==> config.mk <==
export PLATFORM = sky130hd
export DESIGN_NAME = mod2011_reduce_seq
export DESIGN_NICKNAME = d
export VERILOG_FILES = /design/src/rtl/mod2011_reduce_seq.sv
export SDC_FILE = /design/constraint.sdc
export NUM_CORES = 1
export LEC_CHECK = 0
export ABC_AREA = 0
export CORE_MARGIN = 2
export CORE_UTILIZATION = 47
export DETAILED_ROUTE_END_ITERATION = 16
export HOLD_SLACK_MARGIN = 0.08
export PLACE_DENSITY = 0.79
export SLEW_MARGIN = 40
export SYNTH_ARGS = -nofsm -noshare
export SYNTH_HDL_FRONTEND = slang
export SYNTH_SLANG_ARGS = --single-unit
export TNS_END_PERCENT = 50
==> constraint.sdc <==
create_clock -name clk -period 3.2 [get_ports clk]
set_input_delay 0.64 -clock clk [delete_from_list [all_inputs] [get_ports clk]]
set_output_delay 0.64 -clock clk [all_outputs]
set_load 0.03 [all_outputs]
==> src/rtl/mod2011_reduce_seq.sv <==
// -----------------------------------------------------------------------------
// mod2011_reduce_seq
//
// Sequential modular reducer: out_data = in_data mod MOD (2011 by default).
// The operand is walked one 6-bit chunk per cycle, least significant first.
// Each chunk is sent to an external LUT bank, which returns
// (chunk * 2^(6*idx)) mod MOD. The returned values are summed mod MOD.
//
// Handshakes:
//   - in_valid/in_ready accept one operand while the block is IDLE.
//   - out_valid/out_ready hand over the residue. The residue is held stable
//     in DONE until the consumer takes it.
//
// Build option:
//   EARLY_TERM_EN - when defined, RUN ends as soon as the remaining
//                   (unshifted) chunks are all zero. The residue is the same;
//                   only the latency shrinks. When undefined, RUN always
//                   lasts NCHUNK cycles.
// -----------------------------------------------------------------------------
module mod2011_reduce_seq #(
    parameter int MOD    = 2011,
    parameter int NCHUNK = 16,
    parameter int RES_W  = 11,
    parameter int IDX_W  = 4
) (
    input  logic                  clk,
    input  logic                  rst_n,
    // operand side
    input  logic                  in_valid,
    output logic                  in_ready,
    input  logic [6*NCHUNK-1:0]   in_data,
    // chunk-LUT bank
    output logic [IDX_W-1:0]      lut_idx,
    output logic [5:0]            lut_chunk,
    input  logic [RES_W-1:0]      lut_val,
    // residue side
    output logic                  out_valid,
    input  logic                  out_ready,
    output logic [RES_W-1:0]      out_data,
    output logic                  busy
);

    localparam int                IN_W   = 6 * NCHUNK;
    localparam logic [RES_W:0]    L_MOD  = (RES_W + 1)'(MOD);
    localparam logic [IDX_W-1:0]  L_LAST = IDX_W'(NCHUNK - 1);

    typedef enum logic [1:0] {
        IDLE,
        RUN,
        DONE
    } state_t;

    // -------------------------------------------------------------------------
    // Registers
    // -------------------------------------------------------------------------
    state_t             r_state;
    logic [IN_W-1:0]    r_opr;        // operand, shifted right one chunk per RUN cycle
    logic [IDX_W-1:0]   r_idx;        // position of the chunk in r_opr[5:0]
    logic [RES_W-1:0]   r_acc;        // running residue, always < MOD
    logic [RES_W-1:0]   r_out_data;
    logic               r_out_valid;

    // -------------------------------------------------------------------------
    // Combinational datapath
    // -------------------------------------------------------------------------
    state_t             w_state_next;
    logic [IN_W-1:0]    w_opr_shift;
    logic [RES_W:0]     w_sum;
    logic               w_sum_ge_mod;
    logic [RES_W-1:0]   w_acc_next;
    logic               w_last;
    logic               w_run_end;

    assign w_opr_shift = r_opr >> 6;

    // Both addends are below MOD, so their sum is below 2*MOD and one
    // conditional subtraction brings it back into range. The extra bit
    // keeps the carry of the addition.
    assign w_sum        = {1'b0, r_acc} + {1'b0, lut_val};
    assign w_sum_ge_mod = (w_sum >= L_MOD);
    assign w_acc_next   = w_sum_ge_mod ? RES_W'(w_sum - L_MOD) : w_sum[RES_W-1:0];

    assign w_last = (r_idx == L_LAST);

`ifdef EARLY_TERM_EN
    // Once every chunk still to come is zero, their contribution is zero and
    // the accumulated residue is already final.
    logic w_rest_zero;
    assign w_rest_zero = (w_opr_shift == '0);
    assign w_run_end   = w_last || w_rest_zero;
`else
    assign w_run_end   = w_last;
`endif

    // -------------------------------------------------------------------------
    // FSM state register
    // -------------------------------------------------------------------------
    // NOTE: every clocked assignment uses <= so all registers update from the
    // values present before the edge, regardless of statement order.
    always_ff @(posedge clk or negedge rst_n) begin
        if (!rst_n) begin
            r_state <= IDLE;
        end else begin
            r_state <= w_state_next;
        end
    end

    // -------------------------------------------------------------------------
    // FSM next state and decoded outputs
    // -------------------------------------------------------------------------
    // NOTE: every signal written here gets a default first, so no path leaves
    // it unassigned and no latch is inferred.
    always_comb begin
        w_state_next = r_state;
        in_ready     = 1'b0;
        busy         = 1'b0;
        lut_idx      = '0;
        lut_chunk    = '0;

        case (r_state)
            IDLE: begin
                in_ready = 1'b1;
                if (in_valid) begin
                    w_state_next = RUN;
                end
            end

            RUN: begin
                busy      = 1'b1;
                lut_idx   = r_idx;
                lut_chunk = r_opr[5:0];
                if (w_run_end) begin
                    w_state_next = DONE;
                end
            end

            DONE: begin
                busy = 1'b1;
                if (out_ready) begin
                    w_state_next = IDLE;
                end
            end

            default: begin
                w_state_next = IDLE;
            end
        endcase
    end

    // -------------------------------------------------------------------------
    // Operand shift register, chunk index, accumulator and result registers
    // -------------------------------------------------------------------------
    // NOTE: the wide operand register is reset as well: a reset in the middle
    // of an operation must leave no trace of the discarded operand.
    always_ff @(posedge clk or negedge rst_n) begin
        if (!rst_n) begin
            r_opr       <= '0;
            r_idx       <= '0;
            r_acc       <= '0;
            r_out_data  <= '0;
            r_out_valid <= 1'b0;
        end else begin
            case (r_state)
                IDLE: begin
                    if (in_valid) begin
                        r_opr <= in_data;
                        r_idx <= '0;
                        r_acc <= '0;
                    end
                end

                RUN: begin
                    r_opr <= w_opr_shift;
                    r_acc <= w_acc_next;
                    if (w_run_end) begin
                        r_idx       <= '0;
                        r_out_data  <= w_acc_next;
                        r_out_valid <= 1'b1;
                    end else begin
                        r_idx <= r_idx + 1'b1;
                    end
                end

                DONE: begin
                    if (out_ready) begin
                        r_out_valid <= 1'b0;
                    end
                end

                default: begin
                end
            endcase
        end
    end

    assign out_valid = r_out_valid;
    assign out_data  = r_out_data;

    // -------------------------------------------------------------------------
    // Interface properties
    // -------------------------------------------------------------------------
    // A stalled residue must stay valid and unchanged.
    a_out_stable : assert property (
        @(posedge clk) disable iff (!rst_n)
        (out_valid && !out_ready) |=> (out_valid && $stable(out_data))
    );

    // The bank must return a reduced value while it is being used.
    a_lut_range : assert property (
        @(posedge clk) disable iff (!rst_n)
        (r_state == RUN) |-> (lut_val < L_MOD)
    );

    // The chunk index never walks past the last chunk.
    a_idx_range : assert property (
        @(posedge clk) disable iff (!rst_n)
        (r_idx <= L_LAST)
    );

endmodule

# Yosys cells after proc, flatten, opt, wreduce, memory -nomap -nowiden
# Index checks and enable logic that the tools add are counted.
[word_totals]
out_inout_bits = 24
in_bits = 111
ff_bits = 125
wordCells = 43
[op_classes]
n_reduce_logical = 8
add_sub_neg = 3
order_cmp = 1
n_eq_ne = 6
n_mux = 19
[ops]
columns = ["cell", "count"]
rows = [
  ["$pmux W96 S2", 1],
  ["$mux W96", 1],
  ["$mux W11", 2],
  ["$pmux W11 S2", 1],
  ["$add A11 B11 Y12", 1],
  ["$ge A12 B11 Y1 const B", 1],
  ["$mux W4", 3],
  ["$sub A11 B11 Y11 const B", 1],
  ["$pmux W4 S2", 1],
  ["$mux W2", 3],
  ["$mux W6", 1],
  ["$ne A2 B2 Y1 const B", 3],
  ["$pmux W2 S3", 1],
  ["$reduce_and A3 Y1", 2],
  ["$add A4 B1 Y4 const B", 1],
  ["$eq A4 B4 Y1 const B", 1],
  ["$mux W1", 4],
  ["$reduce_and A2 Y1", 2],
  ["$reduce_bool A2 Y1", 2],
  ["$eq A2 B1 Y1 const B", 1],
  ["$eq A2 B2 Y1 const B", 1],
  ["$logic_not A2 Y1", 1],
  ["$pmux W1 S2", 1],
  ["$reduce_or A2 Y1", 1],
]

# Depth between registers and ports, before layout
# Gate-level depths: netlist of the first run.
[logic_depth]
word_depth = 4
ltp_mapped = 11

# Worst setup path after synthesis of the first run
# OpenSTA, ideal clock, no wires.
[synth_timing]
path_type = "input to register"
from = "input port lut_val[0]"
to = "register r_acc[7]"
setup_time_ns = 0.122
t_arrival_ns = 3.247
path_stages = 11
required_ns = 3.078
path_slack_ns = -0.168
path_buffers = 0
cell_sequence = "ha_1 fa_1 ha_1 or2_2 a21oi_1 a311o_1 o22ai_4 nand2b_4 or4_1 o31a_1 a32o_1"
[synth_via]
elab_chain_len = 4
elab_cells_between_ends = 5
cone_classes = "2 x add/sub; 1 x order compare; 2 x mux"
[synth_lines]
columns = ["item", "line", "source"]
rows = [
  ["start, declared", "35", "input logic [RES_W-1:0] lut_val,"],
  ["$add A11 B11 Y12 (*)", "79", "assign w_sum = {1'b0, r_acc} + {1'b0, lut_val};"],
  ["$sub A11 B11 Y11 / $ge A12 B11 Y1 (equally long branches)", "81, 80", ""],
  ["$mux W11 (*)", "81", "assign w_acc_next = w_sum_ge_mod ? RES_W'(w_sum - L_MOD) : w_sum[RES_W-1:0];"],
  ["$pmux W11 S2 (*)", "163", "case (r_state)"],
  ["end signal, assigned", "174", "r_acc <= w_acc_next;"],
  ["end, declared", "59", "logic [RES_W-1:0] r_acc;"],
]
# Every way passes the cells marked *; elsewhere a longest branch is shown, timed or not.
# A chain may end at the register's enable or synchronous reset.

# Final worst setup path of the first run
[layout_timing]
from = "input port lut_val[0]"
to = "register r_out_data[6], in the netlist out_data[6]"
[layout_via]
elab_chain_len = 3
elab_cells_between_ends = 4
cone_classes = "2 x add/sub; 1 x order compare; 1 x mux"
[layout_lines]
columns = ["item", "line", "source"]
rows = [
  ["$add A11 B11 Y12 (*)", "79", ""],
  ["$sub A11 B11 Y11 / $ge A12 B11 Y1 (equally long branches)", "81, 80", ""],
  ["$mux W11 (*)", "81", ""],
  ["end signal, assigned", "177", "r_out_data <= w_acc_next;"],
  ["end, declared", "60", "logic [RES_W-1:0] r_out_data;"],
]
# Marked as above.

==> run metrics, run 1 <==
routability congestion estimate 0.8953; number of DRC violations after detailed routing 0; number of routed nets with antenna violations 0; clock share of power 20.2%; count of max-cap constraint violations 0; Core Rows 44; count of mapped cells out of synthesis 706; Die Ht about 120 microns; clock buffer count from CTS 17; final setup violating endpoints 0; power spent charging and discharging nets a little under 4 mW; TritonCTS sink count ~130; pin count of the biggest net entering global routing between 100 and 150; count of flip-flops with a built-in enable after synthesis 0; DR pass1 iterations 4; final routed wirelength across all metal layers roughly 17000 microns; TritonCTS clock tree yes; Clk Latency, worst-skew pair 0.40 ns; Yosys Warn Count 0; Critical Path RT ~3.5 ns; sum of internal, switching and leakage power 9.917 mW; capturing element type of the critical path flop; count of non-filler cells in the finished layout ~1100; achievable clock frequency 322.2 MHz; worst voltage drop across the vdd grid roughly 0.53 mV; leading post-synthesis cells by cell area sky130_fd_sc_hd__dfrtp_1 46%, sky130_fd_sc_hd__mux2i_1 14%, sky130_fd_sc_hd__o21ai_0 8.6%, sky130_fd_sc_hd__nand2_1 7.1%, sky130_fd_sc_hd__ha_1 2.9%; Max H-tree Level 4; Worst Setup Path Type input port to flop; Inserted Diodes 0; Area Growth Syn to Fin 38.65%; Post-Synthesis Cell Area between 6000 and 7000 sq um; met1 Use GR 29.75%; pin slew with the least headroom to its limit ~0.65 ns; internal power 6.008 mW; maximum fanout along the worst path 6; final period demand of the worst path a little over 3 ns; global-route track usage on met2 approximately 36%; Port Buffers between 100 and 150; most common cell in the synthesized netlist sky130_fd_sc_hd__nand2_1; synthesized netlist net count between 800 and 900; clock root cell sky130_fd_sc_hd__clkbuf_16; Most used DFF post-synth sky130_fd_sc_hd__dfrtp_1; DR vias a little under 6000; leakage power approximately 4.1 nW; number of antenna violations at the first check in global routing 1; fraction of final layout cells sized beyond drive strength 1 ~15%; relative slew slack a little under three fifths; total die area approximately 16000 sq um; top cell types by occurrence after synthesis 129 x sky130_fd_sc_hd__nand2_1, 125 x sky130_fd_sc_hd__dfrtp_1, 118 x sky130_fd_sc_hd__o21ai_0; sequential area share after synthesis between 40% and 50%; Mapped Avg Cell Area about 9.7 sq um; DRT iter0 DRCs approximately 500; asr flop ratio synth between 90% and 100%; combinational share of power around 53%; global-route total usage across every layer 22.56%; Core Box Area 14370 sq um; final hold viol count 0; x dimension of the die around 120 microns; total grt overflow 0; Data arrival, critical path about 3.4 ns; clock-pin transition on the worst setup and hold timing paths approximately 0.05 ns; fraction of post-synthesis cell area in the top cell type by area a little under half; buffer levels on the longest clock path 2; Sw Share about two fifths; portion of total power attributed to sequential cells a little over a quarter; Core Util, Final 65.97%; ratio of routed vias to standard cells 5.388; Slew Limit Fails 0; path type of the worst min-delay path input port to async pin; gr busiest metal met2; number of global-route vias before repair approximately 6000; met3 routing resource usage after global routing 6.873%; Cell Pwr Density roughly 1000 nW/um^2; largest area contributor in the netlist sky130_fd_sc_hd__dfrtp_1; crit path launch type input port; skew final roughly 0.0097 ns; DPL Wire Length ~12000 microns; DR WL/cell 15.79 microns; post-layout net count roughly 1000; number of cells in the design after placement 1044; initial cell density of the core a little under half; unrepaired setup endpoints after global routing yes; first-pass GRT wire length about 29000 microns; portion of the clock cycle consumed by the worst path in the final layout between 90% and 100%; result of the run complete, no violations; total of flip-flops plus latches after synthesis ~130; post-synthesis cell type count between 60 and 70; I/O pin cnt roughly 140
sequential cells by signal, summed over array words and instances (netlist names):
signal     cells
out_data      11
out_valid      1
r_acc         11
r_idx          4
r_opr         96
r_state        2
final cells by class:
class / instances / area (sq um)
Clock inverter: 12 / 168.9
Fill cell: 1152 / 4890
Inverter: 6 / 22.52
Sequential cell: 125 / 3128
Multi-Input combinational cell: 529 / 3591
Timing Repair Buffer: 203 / 1892
Clock buffer: 20 / 446.7
Tap cell: 184 / 230.2
power groups by stage:
stage          registers, mW  clock network [mW]  logic [mW]
3_3_place_gp            2.69                   0        4.91
3_5_place_dp            2.72                   0        5.05
2_1_floorplan           2.59                   0        3.43
5_1_grt                 2.78                2.11        5.78
6_report                2.71                2.00        5.20
4_1_cts                 2.71                2.04        5.13
routing by layer:
layer,vias up,routed length [microns]
li1,2878,-
met1,2743,7423
met2,173,8109
met3,20,1156
met4,0,347
met5,-,0
final timing paths:
check                           cells past startpoint  slack (ns)        from          end
max in group asynchronous                           2        2.14       rst_n    r_opr[85]
worst max register to register                     13        0.18    r_acc[0]  out_data[6]
worst max-delay path                               14         0.1  lut_val[0]  out_data[6]
worst min-delay path                                1        0.21       rst_n     r_acc[0]
worst min register to register                      2        0.48    r_opr[4]     r_opr[4]
min in group clk                                    2        0.48    r_opr[4]     r_opr[4]
placed cells by master, fill, tap and decap left out, drive strengths merged, types with 3 or more instances in the layout:
cell | Yosys | final
a21o | 6 | 6
a21oi | 18 | 18
a22o | 3 | 3
a22oi | 7 | 7
a311oi | 3 | 3
a31o | 3 | 3
a31oi | 3 | 3
and2 | 13 | 13
and3 | 5 | 5
buf | 13 | 70
bufinv | 0 | 4
clkbuf | 33 | 20
clkdlybuf4s50 | 0 | 132
clkinv | 0 | 6
dfrtp | 125 | 125
ha | 16 | 16
inv | 6 | 6
mux2i | 93 | 93
nand2 | 131 | 131
nand2b | 4 | 4
nand3 | 10 | 10
nand4 | 5 | 5
nor2 | 14 | 14
nor2b | 3 | 3
nor3 | 7 | 7
o211ai | 4 | 4
o21ai | 125 | 125
o221ai | 3 | 3
o31a | 3 | 3
o31ai | 5 | 5
or2 | 4 | 4
xnor2 | 6 | 6
xor2 | 4 | 4
through the flow:
stage	area [sq um]	setup WS, ns	TNS [ns]	hold slack [ns]
floorplan	6878	-0.02545	-0.02545	0.3444
global placement	8796	-0.4845	-8.778	0.4563
detailed placement	8796	-0.5794	-10.47	0.4626
CTS	9439	0.007446	0	0.2270
global route	9479	-0.04564	-0.07111	0.2430
finish	9479	0.09676	0	0.2124
timing repair:
action / 4_1_cts / 5_1_grt
endpoints found under the setup margin: 20 / 18
hold buffers: 0 / 0
pin swaps: 6 / 5
buffers inserted: 3 / 0
gates resized for setup: 3 / 8
logic make-up (layout without fill, tap and decap cells):
group,after synthesis,in the layout,synth area share [%]
flops,125,125,45.75
buf+inv,52,241,3.184
simple gates,205,205,13.84
compound gates,203,203,18.83
mux,94,94,13.78
xor+xnor,10,10,1.391
fa+ha+maj,17,17,3.221
critical path, cell delays in order:
cell and delay, ns:
sky130_fd_sc_hd__dlygate4sd2_1 0.26, sky130_fd_sc_hd__ha_4 0.17, sky130_fd_sc_hd__fa_2 0.60, sky130_fd_sc_hd__ha_4 0.15, sky130_fd_sc_hd__or2_4 0.11, sky130_fd_sc_hd__a21oi_2 0.05
sky130_fd_sc_hd__a311o_1 0.32, sky130_fd_sc_hd__o22ai_4 0.23, sky130_fd_sc_hd__buf_6 0.14, sky130_fd_sc_hd__nand4_4 0.10, sky130_fd_sc_hd__o21ai_4 0.24, sky130_fd_sc_hd__buf_6 0.14
sky130_fd_sc_hd__a31o_4 0.15, sky130_fd_sc_hd__o21ai_1 0.08
(Power assumes the default switching activity.)
==> run 2: changes to the inputs <==
--- a/config.mk
+++ b/config.mk
@@ -6,11 +6,14 @@
 export NUM_CORES = 1
 export LEC_CHECK = 0
 export ABC_AREA = 0
+export CELL_PAD_IN_SITES_DETAIL_PLACEMENT = 1
+export CELL_PAD_IN_SITES_GLOBAL_PLACEMENT = 1
 export CORE_MARGIN = 2
-export CORE_UTILIZATION = 47
+export CORE_UTILIZATION = 36
 export DETAILED_ROUTE_END_ITERATION = 16
+export GPL_TIMING_DRIVEN = 0
 export HOLD_SLACK_MARGIN = 0.08
-export PLACE_DENSITY = 0.79
+export PLACE_DENSITY_LB_ADDON = 0.2
 export SLEW_MARGIN = 40
 export SYNTH_ARGS = -nofsm -noshare
 export SYNTH_HDL_FRONTEND = slang
==> run 2 against run 1 <==
  * Global-route usage decreased by 1.2 points
  * Sequential share of layout area decreased by 0.061 points
  * First-iteration DRC count decreased by 37%
  * Via count increased by 2.2%
  * Cell area increased by 0.18%
  * Hold slack got worse by 0.041 ns
  * Total power increased by 1.3%
  * Sequential cell count unchanged
  * Core utilization decreased by 15 points
  * Worst setup slack got worse by 0.063 ns
  * Clock skew decreased by 0.0023 ns
  * Largest cell class unchanged
  * Largest power group unchanged
  * Highest routed layer unchanged
==> run metrics, run 2 (synthesis results as in run 1) <==
clock share of power 19.0% (-1.2 points); final period demand of the worst path 3.166 ns (+0.06262 ns); pre-CTS worst setup slack -0.8801 ns (-0.3007 ns); unrepaired setup endpoints after global routing yes; Core Rows 50 (+14%); buffer levels on the longest clock path 2 (unchanged); DR pass1 iterations 4 (unchanged); number of cells in the design after placement 1075 (+3.0%); count of non-filler cells in the finished layout 1121 (+3.9%); number of routed nets with antenna violations 0 (unchanged); final routed wirelength across all metal layers 21080 microns (+24%); final setup violating endpoints 0 (unchanged); Critical Path RT 3.50 ns (+0.02 ns); clock buffer count from CTS 17 (unchanged); number of global-route vias before repair 6540 (+12%); post-layout net count 1002 (-0.79%); portion of total power attributed to sequential cells 27.1% (-0.2 points); relative slew slack 49.16% (-7.5 points); final hold viol count 0 (unchanged); first-pass GRT wire length 33780 microns (+18%); routability congestion estimate 0.8160 (-8.9%); clock root cell sky130_fd_sc_hd__clkbuf_16; most frequent standard cell in the layout excluding fill and tap cells sky130_fd_sc_hd__clkdlybuf4s50_1; DR WL/cell 18.81 microns (+19%); Core Util, Final 50.94% (-15 points); number of antenna violations at the first check in global routing 0 (-1); Die Ht 141.8 microns (+14%); Inserted Diodes 0 (unchanged); combinational share of power 53.9% (+1.4 points); achievable clock frequency 315.9 MHz (-2.0%); x dimension of the die 141.8 microns (+14%); Cell Pwr Density 1058 nW/um^2 (+1.1%); portion of the clock cycle consumed by the worst path in the final layout 98.93% (+2.0 points); FF-to-FF setup slack 0.11 ns (-0.07 ns); Sw Share 43.37% (+4.0 points); Worst Setup Path Type input port to flop; skew final 0.007383 ns (-0.002281 ns); fraction of final layout cells sized beyond drive strength 1 13.53% (-1.4 points); DR vias 5942 (+2.2%); global-route total usage across every layer 21.33% (-1.2 points); Largest register FFs 96 (unchanged); path type of the worst min-delay path input port to async pin; count of max-cap constraint violations 0 (unchanged); internal power 5.687 mW (-5.3%); ratio of routed vias to standard cells 5.301 (-1.6%); Data arrival, critical path 3.47 ns (+0.08 ns); total die area 20110 sq um (+30%); top library cells by usage in the layout, fill and taps aside 130 x sky130_fd_sc_hd__clkdlybuf4s50_1, 129 x sky130_fd_sc_hd__nand2_1, 125 x sky130_fd_sc_hd__dfrtp_1; pin count of the biggest net entering global routing 70 (-47%); maximum fanout along the worst path 4 (-2); register containing the most flip-flops in the final layout r_opr; pin slew with the least headroom to its limit 0.7626 ns (+0.1119 ns); I/O pin cnt 135 (unchanged); Port Buffers 134 (unchanged); leakage power 3.995 nW (-3.0%); power spent charging and discharging nets 4.356 mW (+11%); Clk Latency, worst-skew pair 0.42 ns (+0.02 ns); setup ws final 0.03415 ns (-0.06262 ns); sum of internal, switching and leakage power 10.04 mW (+1.3%); number of DRC violations after detailed routing 0 (unchanged); DPL Wire Length 15250 microns (+26%); worst voltage drop across the vdd grid 0.4451 mV (-16%); Slew Limit Fails 0 (unchanged); Area Growth Syn to Fin 38.91%; total grt overflow 0 (unchanged); Final Cell Area 9497 sq um (+0.18%); capturing element type of the critical path flop; Core Box Area 18640 sq um (+30%); TritonCTS sink count 125 (unchanged); DRT iter0 DRCs 306 (-37%); instance area after placement 8544 sq um (-2.9%); TritonCTS clock tree yes; initial cell density of the core 36.67% (-11 points); crit path launch type input port; Max H-tree Level 4 (unchanged); clock-pin transition on the worst setup and hold timing paths 0.06 ns (about the same); result of the run complete, no violations
==> run 2: final timing paths <==
kind | startpoint | endpoint | cells after the start
max in group asynchronous | rst_n | r_opr[68] | 2
max reg2reg | r_acc[0] | r_acc[7] | 11
min in group clk | r_opr[24] | r_opr[24] | 2
min reg2reg | r_opr[24] | r_opr[24] | 2
max | lut_val[0] | r_acc[7] | 12
min | rst_n | out_data[5] | 1
==> run 2: cell type report <==
| class | count | area, sq um |
|---|---|---|
| Tap cell | 234 | 292.8 |
| Fill cell | 2062 | 9146 |
| Timing Repair Buffer | 151 | 1501 |
| Clock buffer | 18 | 439.2 |
| Clock inverter | 14 | 145.1 |
| Buffer | 44 | 207.7 |
| Inverter | 6 | 22.52 |
| Multi-Input combinational cell | 529 | 3760 |
| Sequential cell | 125 | 3128 |
==> run 2: worst max-delay path, stage by stage <==
cell	delay, ns
sky130_fd_sc_hd__dlygate4sd2_1	0.26
sky130_fd_sc_hd__ha_4	0.18
sky130_fd_sc_hd__fa_2	0.57
sky130_fd_sc_hd__ha_4	0.17
sky130_fd_sc_hd__or2_4	0.12
sky130_fd_sc_hd__a21oi_2	0.05
sky130_fd_sc_hd__a311o_1	0.33
sky130_fd_sc_hd__o22ai_4	0.26
sky130_fd_sc_hd__nand2b_4	0.09
sky130_fd_sc_hd__or4_1	0.40
sky130_fd_sc_hd__o31a_1	0.14
sky130_fd_sc_hd__a32o_1	0.26
==> run 2: power by group through the flow <==
stage	logic [mW]	registers, mW	clock network [mW]
after floorplan	3.43	2.59	0
after global placement	4.52	2.70	0
after detailed placement	4.74	2.74	0
after CTS	5.17	2.73	1.95
after global routing	5.98	2.82	2.01
final	5.41	2.72	1.91
==> run 2: per-stage QoR <==
stage / hold WS [ns] / TNS [ns]
after detailed placement: 0.4697 / -42.73
after CTS: 0.1821 / 0
after global placement: 0.4609 / -481.00
final: 0.1710 / 0
after global routing: 0.1990 / -0.1263
after floorplan: 0.3444 / -0.02545
==> run 2: timing repair <==
action | in CTS | in global routing
endpoints found under the setup margin | 76 | 50
hold endpoints to repair | 0 | 0
pin swaps | 17 | 9
buffers inserted | 13 | 3
hold buffers | 0 | 0
cloned | 0 | 0
resized for setup | 32 | 24
==> run 2: routing by layer <==
| layer | part of all wire (%) | vias to the layer above | routed length (microns) | global-route usage (%) |
|---|---|---|---|---|
| met4 | 1.8 | 0 | 386 | 6.895 |
| met5 | 0 | - | 0 | 0 |
| li1 | - | 2864 | - | - |
| met1 | 43 | 2921 | 9057 | 26.28 |
| met3 | 5.1 | 29 | 1073 | 5.231 |
| met2 | 50 | 128 | 10560 | 36.84 |
==> run 3: changes to the inputs <==
--- a/config.mk
+++ b/config.mk
@@ -12,7 +12,7 @@
 export CORE_UTILIZATION = 36
 export DETAILED_ROUTE_END_ITERATION = 16
 export GPL_TIMING_DRIVEN = 0
-export HOLD_SLACK_MARGIN = 0.08
+export HOLD_SLACK_MARGIN = 0.05
 export PLACE_DENSITY_LB_ADDON = 0.2
 export SLEW_MARGIN = 40
 export SYNTH_ARGS = -nofsm -noshare
==> results of run 3 <==
The final DEF is identical to that of run 2; final timing and power are the same.
